--- src/rtl/pwm_meter.sv ---
// Measures period, high time and duty cycle (percent) of an asynchronous periodic input.
// A 7-cycle restoring divider yields the duty; rises that arrive while it is busy are dropped.
module pwm_meter #(
  parameter int CNT_W       = 16,
  parameter int SYNC_STAGES = 2
) (
  input  logic             clk,
  input  logic             rst_n,
  input  logic             sig_in,
  output logic             valid_o,
  output logic [CNT_W-1:0] period_o,
  output logic [CNT_W-1:0] high_o,
  output logic [6:0]       duty_o,
  output logic             busy_o,
  output logic             timeout_o,
  output logic             overrun_o
);

  localparam logic [0:0] S_IDLE = 1'b0;
  localparam logic [0:0] S_MEAS = 1'b1;
  localparam int NUM_W = CNT_W + 7;
  // Last count value from which a rise is still accepted (2^CNT_W-2).
  localparam logic [CNT_W-1:0] CNT_LAST = {{(CNT_W-1){1'b1}}, 1'b0};

  logic [SYNC_STAGES-1:0] sync_q, sync_d;
  logic                   lvl_d_q, lvl_d_d;
  logic [CNT_W-1:0]       run_cnt_q, run_cnt_d;
  logic [CNT_W-1:0]       hi_cnt_q, hi_cnt_d;
  logic [0:0]             state_q, state_d;
  logic                   busy_q, busy_d;
  logic [2:0]             iter_q, iter_d;
  logic [NUM_W-1:0]       rem_q, rem_d;
  logic [NUM_W-1:0]       dvs_q, dvs_d;
  logic [5:0]             quo_q, quo_d;
  logic [CNT_W-1:0]       p_q, p_d;
  logic [CNT_W-1:0]       h_q, h_d;
  logic                   valid_q, valid_d;
  logic [CNT_W-1:0]       period_q, period_d;
  logic [CNT_W-1:0]       high_q, high_d;
  logic [6:0]             duty_q, duty_d;
  logic                   timeout_q, timeout_d;

  logic lvl, rise, accept, abort, ovr, qbit;

  assign lvl  = sync_q[SYNC_STAGES-1];
  assign rise = lvl & ~lvl_d_q;

  always_comb begin
    sync_d    = {sync_q[SYNC_STAGES-2:0], sig_in};
    lvl_d_d   = lvl;
    run_cnt_d = rise ? {{(CNT_W-1){1'b0}}, 1'b1} : run_cnt_q + 1'b1;
    hi_cnt_d  = rise ? {{(CNT_W-1){1'b0}}, 1'b1} : (lvl ? hi_cnt_q + 1'b1 : hi_cnt_q);
    state_d   = state_q;
    accept    = 1'b0;
    abort     = 1'b0;
    ovr       = 1'b0;
    timeout_d = 1'b0;

    case (state_q)
      S_IDLE: if (rise) state_d = S_MEAS;
      default: begin
        if (rise) begin
          if (busy_q) ovr = 1'b1;
          else        accept = 1'b1;
        end else if (run_cnt_q == CNT_LAST) begin
          timeout_d = 1'b1;
          abort     = 1'b1;
          state_d   = S_IDLE;
        end
      end
    endcase

    busy_d   = busy_q;
    iter_d   = iter_q;
    rem_d    = rem_q;
    dvs_d    = dvs_q;
    quo_d    = quo_q;
    p_d      = p_q;
    h_d      = h_q;
    valid_d  = 1'b0;
    period_d = period_q;
    high_d   = high_q;
    duty_d   = duty_q;
    qbit     = 1'b0;

    if (abort) begin
      busy_d = 1'b0;
    end else if (accept) begin
      busy_d = 1'b1;
      iter_d = 3'd6;
      rem_d  = NUM_W'(hi_cnt_q) * NUM_W'(100);
      // Divisor starts aligned to the MSB quotient bit (P << 6).
      dvs_d  = {1'b0, run_cnt_q, 6'b0};
      quo_d  = 6'b0;
      p_d    = run_cnt_q;
      h_d    = hi_cnt_q;
    end else if (busy_q) begin
      if (rem_q >= dvs_q) begin
        rem_d = rem_q - dvs_q;
        qbit  = 1'b1;
      end
      quo_d  = {quo_q[4:0], qbit};
      dvs_d  = dvs_q >> 1;
      iter_d = iter_q - 3'd1;
      if (iter_q == 3'd0) begin
        busy_d   = 1'b0;
        valid_d  = 1'b1;
        period_d = p_q;
        high_d   = h_q;
        duty_d   = {quo_q, qbit};
      end
    end
  end

  always_ff @(posedge clk or negedge rst_n) begin
    if (!rst_n) begin
      sync_q    <= '0;
      lvl_d_q   <= 1'b0;
      run_cnt_q <= '0;
      hi_cnt_q  <= '0;
      state_q   <= S_IDLE;
      busy_q    <= 1'b0;
      iter_q    <= '0;
      rem_q     <= '0;
      dvs_q     <= '0;
      quo_q     <= '0;
      p_q       <= '0;
      h_q       <= '0;
      valid_q   <= 1'b0;
      period_q  <= '0;
      high_q    <= '0;
      duty_q    <= '0;
      timeout_q <= 1'b0;
    end else begin
      sync_q    <= sync_d;
      lvl_d_q   <= lvl_d_d;
      run_cnt_q <= run_cnt_d;
      hi_cnt_q  <= hi_cnt_d;
      state_q   <= state_d;
      busy_q    <= busy_d;
      iter_q    <= iter_d;
      rem_q     <= rem_d;
      dvs_q     <= dvs_d;
      quo_q     <= quo_d;
      p_q       <= p_d;
      h_q       <= h_d;
      valid_q   <= valid_d;
      period_q  <= period_d;
      high_q    <= high_d;
      duty_q    <= duty_d;
      timeout_q <= timeout_d;
    end
  end

  assign valid_o   = valid_q;
  assign period_o  = period_q;
  assign high_o    = high_q;
  assign duty_o    = duty_q;
  assign busy_o    = busy_q;
  assign timeout_o = timeout_q;
  assign overrun_o = ovr;

endmodule

--- config.mk ---
export PLATFORM = sky130hd
export DESIGN_NAME = pwm_meter
export DESIGN_NICKNAME = d
export VERILOG_FILES = /design/src/rtl/pwm_meter.sv
export SDC_FILE = /design/constraint.sdc
export NUM_CORES = 1
export LEC_CHECK = 0
export ABC_CLOCK_PERIOD_IN_PS = 3200
export BUFFER_PORTS_ARGS = -buffer_cell sky130_fd_sc_hd__clkbuf_2
export CAP_MARGIN = 20
export CELL_PAD_IN_SITES_DETAIL_PLACEMENT = 1
export CELL_PAD_IN_SITES_GLOBAL_PLACEMENT = 2
export CORE_ASPECT_RATIO = 1.4
export CORE_UTILIZATION = 36
export DETAILED_ROUTE_END_ITERATION = 12
export PLACE_DENSITY = 0.76
export SETUP_SLACK_MARGIN = 0.4
export SLEW_MARGIN = 25
export SYNTH_ARGS = -nofsm -noshare
export SYNTH_HDL_FRONTEND = slang
export SYNTH_SLANG_ARGS = --single-unit
export TNS_END_PERCENT = 5
--- constraint.sdc ---
create_clock -name clk -period 3.2 [get_ports clk]
set_input_delay 0 -clock clk [delete_from_list [all_inputs] [get_ports clk]]
set_output_delay 0 -clock clk [all_outputs]
set_load 0.01 [all_outputs]
==> results by group <==
Synth
  – Area of the mapped netlist: between 0.009 and 0.01 mm2
  – Combinational family with the most area after synthesis: simple AND/OR/NAND/NOR gates
  – Netlist cell types: between 60 and 70
  – Post-synthesis instance total: just under 1000
  – Cell taking the most area after synthesis: sky130_fd_sc_hd__dfrtp_1
  – Area share of and/or/nand/nor cells after synthesis: 0.152
  – Adder-cell share of the synthesized area: 0.129
  – Synth Area in Compound Gates: 0.128
  – Mapped Nets: 1072
  – Multiplexer fraction of the synthesized cell area: 0.0546
  – Cell types with the largest area share after synthesis: sky130_fd_sc_hd__dfrtp_1 (44%), sky130_fd_sc_hd__ha_1 (10%), sky130_fd_sc_hd__nand2_1 (6.2%)
  – Most instantiated flip-flop cell in the synthesis netlist: sky130_fd_sc_hd__dfrtp_1
  – Sequential fraction of the synthesis area: 0.436
  – Count of flip-flops with a built-in enable after synthesis: 0
  – Portion of synthesized cell area occupied by the leading cell type: 0.436
  – Synthesis warning total: 0
  – Flip-flop and latch count after synthesis: 164
  – Post-Syn Area per Cell: about 9.6 um2
  – Synth Area in XOR/XNOR: 0.0483
  – Async SR Flop Fraction: 1.00

Worst setup path
  – Crit. End Element: register
  – Crit path from: hi_cnt_q[5]
  – Required time reported for the critical path endpoint: 3.49 ns
  – Critical path start-end classification: reg -> reg
  – Largest driver fanout on the critical path: 3
  – Crit Reg-Reg Startpoint: hi_cnt_q[5]
  – Worst Setup Start Kind: register
  – Crit path DAT: approximately 3.6 ns

Timing
  – Setup violators final: 3
  – Final worst setup slack: -0.0613 ns
  – Actual slew at the worst max-slew pin: 0.952 ns
  – Setup TNS: -0.0883 ns
  – RSZ-0062 raised after global routing: yes
  – Final count of hold timing violations: 0
  – Fin crit share: 1.02
  – Max-slew headroom at the worst pin: 0.366
  – Final Max Slew Viols: 0
  – Post-layout minimum cycle time: around 3.3 ns
  – Maximum clock frequency: around 0.31 GHz
  – Clock skew after layout: ~0.014 ns

Cells and area
  – Fillers: 2875
  – Nets: 1185
  – Fraction of final layout cells sized beyond drive strength 1: 0.246
  – Area of combinational cells with multiple inputs: 0.00517 mm2
  – Finished Layout Cells: 1424
  – Count of antenna diodes in the layout: 0
  – Footprint of the flip-flops and latches: about 0.0041 mm2
  – Final core occ: 0.453
  – Layout overhead on the synthesized area: 22.8%

GRT
  – Met1 track utilization from global routing: 0.233
  – Wire length of the first global-routing pass: roughly 41000 um
  – Initial antenna violation count: 0
  – Peak-usage layer in the global routing report: met2
  – Global-route track usage on met2: 0.362
  – Overall fraction of global-route tracks in use: 0.197
  – Maximum number of pins on one net before global-route repair: roughly 100
  – Vias in the first global route: between 7000 and 8000
  – Global routing met3 resource utilization: 0.0307
  – Grt ovf: 0

Die
  – Total die area: ~0.027 mm2
  – Die outline height: between 150 and 200 um
  – Die width: approximately 140 um
  – Cell row count: around 70
  – Starting density of the core: 0.369
  – Number of I/O pins: 46
  – Placeable Area: around 0.026 mm2

Placement
  – Number of input and output port buffers inserted: between 40 and 50
  – Final weighted congestion in routability-driven placement: approximately 0.84
  – Placed Cells: between 1000 and 1500
  – Worst Setup Slack post-DPL: -0.178 ns
  – Hpwl dp: ~18000 um

Drt
  – Wire length reported by the detailed router: around 24000 um
  – DRC violations left: 4
  – Routed vias: 7316
  – Average vias per placed instance: 5.14
  – Drt first-iter violations: about 240
  – Final routed wire length divided by cell count: 17.1 um
  – Detailed Routing Iterations Pass 1: 8
  – Antenna Violating Nets Remaining: 0

Hold path
  – Startpoint of the worst hold path: sig_in
  – Kind of path behind the tightest hold check: in -> reg

Clocking
  – Max H-tree Level: 4
  – Clk_lat worst skew: around 0.45 ns
  – Number of clock buffers inserted by TritonCTS: 17
  – Maximum number of buffers from clock root to sink: 2
  – CTS tree: done
  – Number of sinks handled by clock tree synthesis: ~160
  – Cell chosen for the clock root: sky130_fd_sc_hd__clkbuf_16
  – Clock-pin transition on the worst setup and hold timing paths: roughly 0.070 ns

Pwr
  – Ratio of total power to cell area: 957 mW/mm2
  – VDD IR max: approximately 0.00051 V
  – Overall power after layout: 11100 uW
  – Leak Pwr: between 0.005 and 0.006 uW

Outcome
  – Status: finished with violations
  – Failing checks: design-rule violations, negative setup slack

Run
  – Max Cap Viol: 0
## cell usage after synthesis (4+ instances only)
library cell,n
sky130_fd_sc_hd__a211oi_1,13
sky130_fd_sc_hd__a21o_1,13
sky130_fd_sc_hd__a21oi_1,38
sky130_fd_sc_hd__a22oi_1,6
sky130_fd_sc_hd__a31oi_1,25
sky130_fd_sc_hd__and3_1,4
sky130_fd_sc_hd__buf_2,6
sky130_fd_sc_hd__clkbuf_1,27
sky130_fd_sc_hd__dfrtp_1,164
sky130_fd_sc_hd__fa_1,12
sky130_fd_sc_hd__ha_1,78
sky130_fd_sc_hd__inv_1,84
sky130_fd_sc_hd__mux2_2,31
sky130_fd_sc_hd__mux2_4,9
sky130_fd_sc_hd__nand2_1,155
sky130_fd_sc_hd__nand3_1,30
sky130_fd_sc_hd__nand4_1,11
sky130_fd_sc_hd__nor2_1,80
sky130_fd_sc_hd__nor3_1,11
sky130_fd_sc_hd__o211ai_1,6
sky130_fd_sc_hd__o21a_1,6
sky130_fd_sc_hd__o21ai_0,49
sky130_fd_sc_hd__o21bai_1,5
sky130_fd_sc_hd__or3_1,6
sky130_fd_sc_hd__xnor2_1,28
sky130_fd_sc_hd__xor2_1,24
## sequential cells by signal, indices dropped and copies added, names as in the netlist, 16 cells and up
| signal | flops |
|---|---|
| rem_q | 23 |
| high_o | 16 |
| h_q | 16 |
| hi_cnt_q | 16 |
| period_o | 16 |
| run_cnt_q | 16 |
| dvs_q | 22 |
| p_q | 16 |
## cell families after synthesis
group	count (synthesis)
mux	43
fa+ha+maj	90
compound gates	186
buf+inv	123
flops	164
xor+xnor	52
simple gates	321
## where the power goes
group	switching, uW	total (uW)	internal [uW]
Sequential	425	3060	2640
Combinational	3090	5780	2690
Clock	916	2230	1320
Total	4430	11100	6640
## what timing repair did
item | in CTS | in global routing
pin swaps | 28 | 25
buffers inserted | 1 | 3
hold buffers | 2 | 0
hold endpoints to repair | 98 | 0
setup endpoints to repair | 28 | 61
gates resized for setup | 41 | 18
## critical path, stage by stage (launching register included)
cell and delay (ns):
sky130_fd_sc_hd__dfrtp_1 0.41, sky130_fd_sc_hd__ha_1 0.31, sky130_fd_sc_hd__ha_1 0.29, sky130_fd_sc_hd__inv_2 0.04, sky130_fd_sc_hd__fa_1 0.48, sky130_fd_sc_hd__inv_2 0.04, sky130_fd_sc_hd__ha_4 0.21, sky130_fd_sc_hd__o21a_1 0.16
sky130_fd_sc_hd__o21a_1 0.17, sky130_fd_sc_hd__o22a_1 0.27, sky130_fd_sc_hd__a31oi_4 0.21, sky130_fd_sc_hd__o21ai_2 0.08, sky130_fd_sc_hd__a31oi_1 0.17, sky130_fd_sc_hd__xor2_1 0.18, sky130_fd_sc_hd__a22oi_1 0.10
## worst paths after layout
check	to	slack (ns)	depth (start not counted)
max in group asynchronous	p_q[11]	2.06	3
worst min register to register	sync_q[1]	0.35	0
worst max-delay path	rem_q[21]	-0.06	14
worst max register to register	rem_q[21]	-0.06	14
min in group asynchronous	high_o[5]	0.21	2
worst min-delay path	sync_q[0]	0.20	2
## metal layers
metal,vias to the layer above,share of wire
li1,3566,-
met1,3666,0.43
met2,62,0.54
met3,22,0.018
met4,0,0.017
met5,-,0
## layout make-up
cell class | instances | share of cell area
multi-input combinational | 692 | 0.447
sequential | 164 | 0.355
timing repair buffer | 132 | 0.0810
clock buffer | 18 | 0.0371
tap | 319 | 0.0345
inverter | 85 | 0.0276
clock inverter | 14 | 0.0173
## per-stage QoR
step           hold WS [ns]  area, um2
2_1_floorplan        -0.296       9480
3_5_place_dp          0.111      10600
6_report              0.202      11600
4_1_cts               0.180      11500
3_3_place_gp          0.110      10600
5_1_grt               0.203      11600
## cell usage in the layout (no fill, tap or decap), types with 5 or more instances in the layout
| cell | netlist | routed |
|---|---|---|
| sky130_fd_sc_hd__ha_4 | 0 | 17 |
| sky130_fd_sc_hd__inv_2 | 1 | 7 |
| sky130_fd_sc_hd__nand2_1 | 155 | 154 |
| sky130_fd_sc_hd__xor2_1 | 24 | 23 |
| sky130_fd_sc_hd__clkinvlp_4 | 0 | 5 |
| sky130_fd_sc_hd__clkbuf_16 | 0 | 17 |
| sky130_fd_sc_hd__nor2_1 | 80 | 78 |
| sky130_fd_sc_hd__inv_1 | 84 | 78 |
| sky130_fd_sc_hd__mux2_2 | 31 | 31 |
| sky130_fd_sc_hd__fa_1 | 12 | 11 |
| sky130_fd_sc_hd__buf_4 | 3 | 80 |
| sky130_fd_sc_hd__a21oi_1 | 38 | 33 |
| sky130_fd_sc_hd__a22oi_1 | 6 | 6 |
| sky130_fd_sc_hd__nand4_1 | 11 | 11 |
| sky130_fd_sc_hd__clkbuf_2 | 0 | 44 |
| sky130_fd_sc_hd__or3_1 | 6 | 6 |
| sky130_fd_sc_hd__o21ai_1 | 2 | 6 |
| sky130_fd_sc_hd__a21o_1 | 13 | 13 |
| sky130_fd_sc_hd__o211ai_1 | 6 | 6 |
| sky130_fd_sc_hd__o21ai_0 | 49 | 42 |
| sky130_fd_sc_hd__dfrtp_1 | 164 | 161 |
| sky130_fd_sc_hd__ha_1 | 78 | 60 |
| sky130_fd_sc_hd__o21bai_1 | 5 | 5 |
| sky130_fd_sc_hd__nand3_1 | 30 | 30 |
| sky130_fd_sc_hd__a211oi_1 | 13 | 11 |
| sky130_fd_sc_hd__a31oi_1 | 25 | 24 |
| sky130_fd_sc_hd__xnor2_1 | 28 | 26 |
| sky130_fd_sc_hd__o21a_1 | 6 | 6 |
| sky130_fd_sc_hd__nor3_1 | 11 | 9 |
| sky130_fd_sc_hd__mux2_4 | 9 | 9 |
| sky130_fd_sc_hd__a21oi_2 | 0 | 5 |
Power figures use the tool's default switching activity.
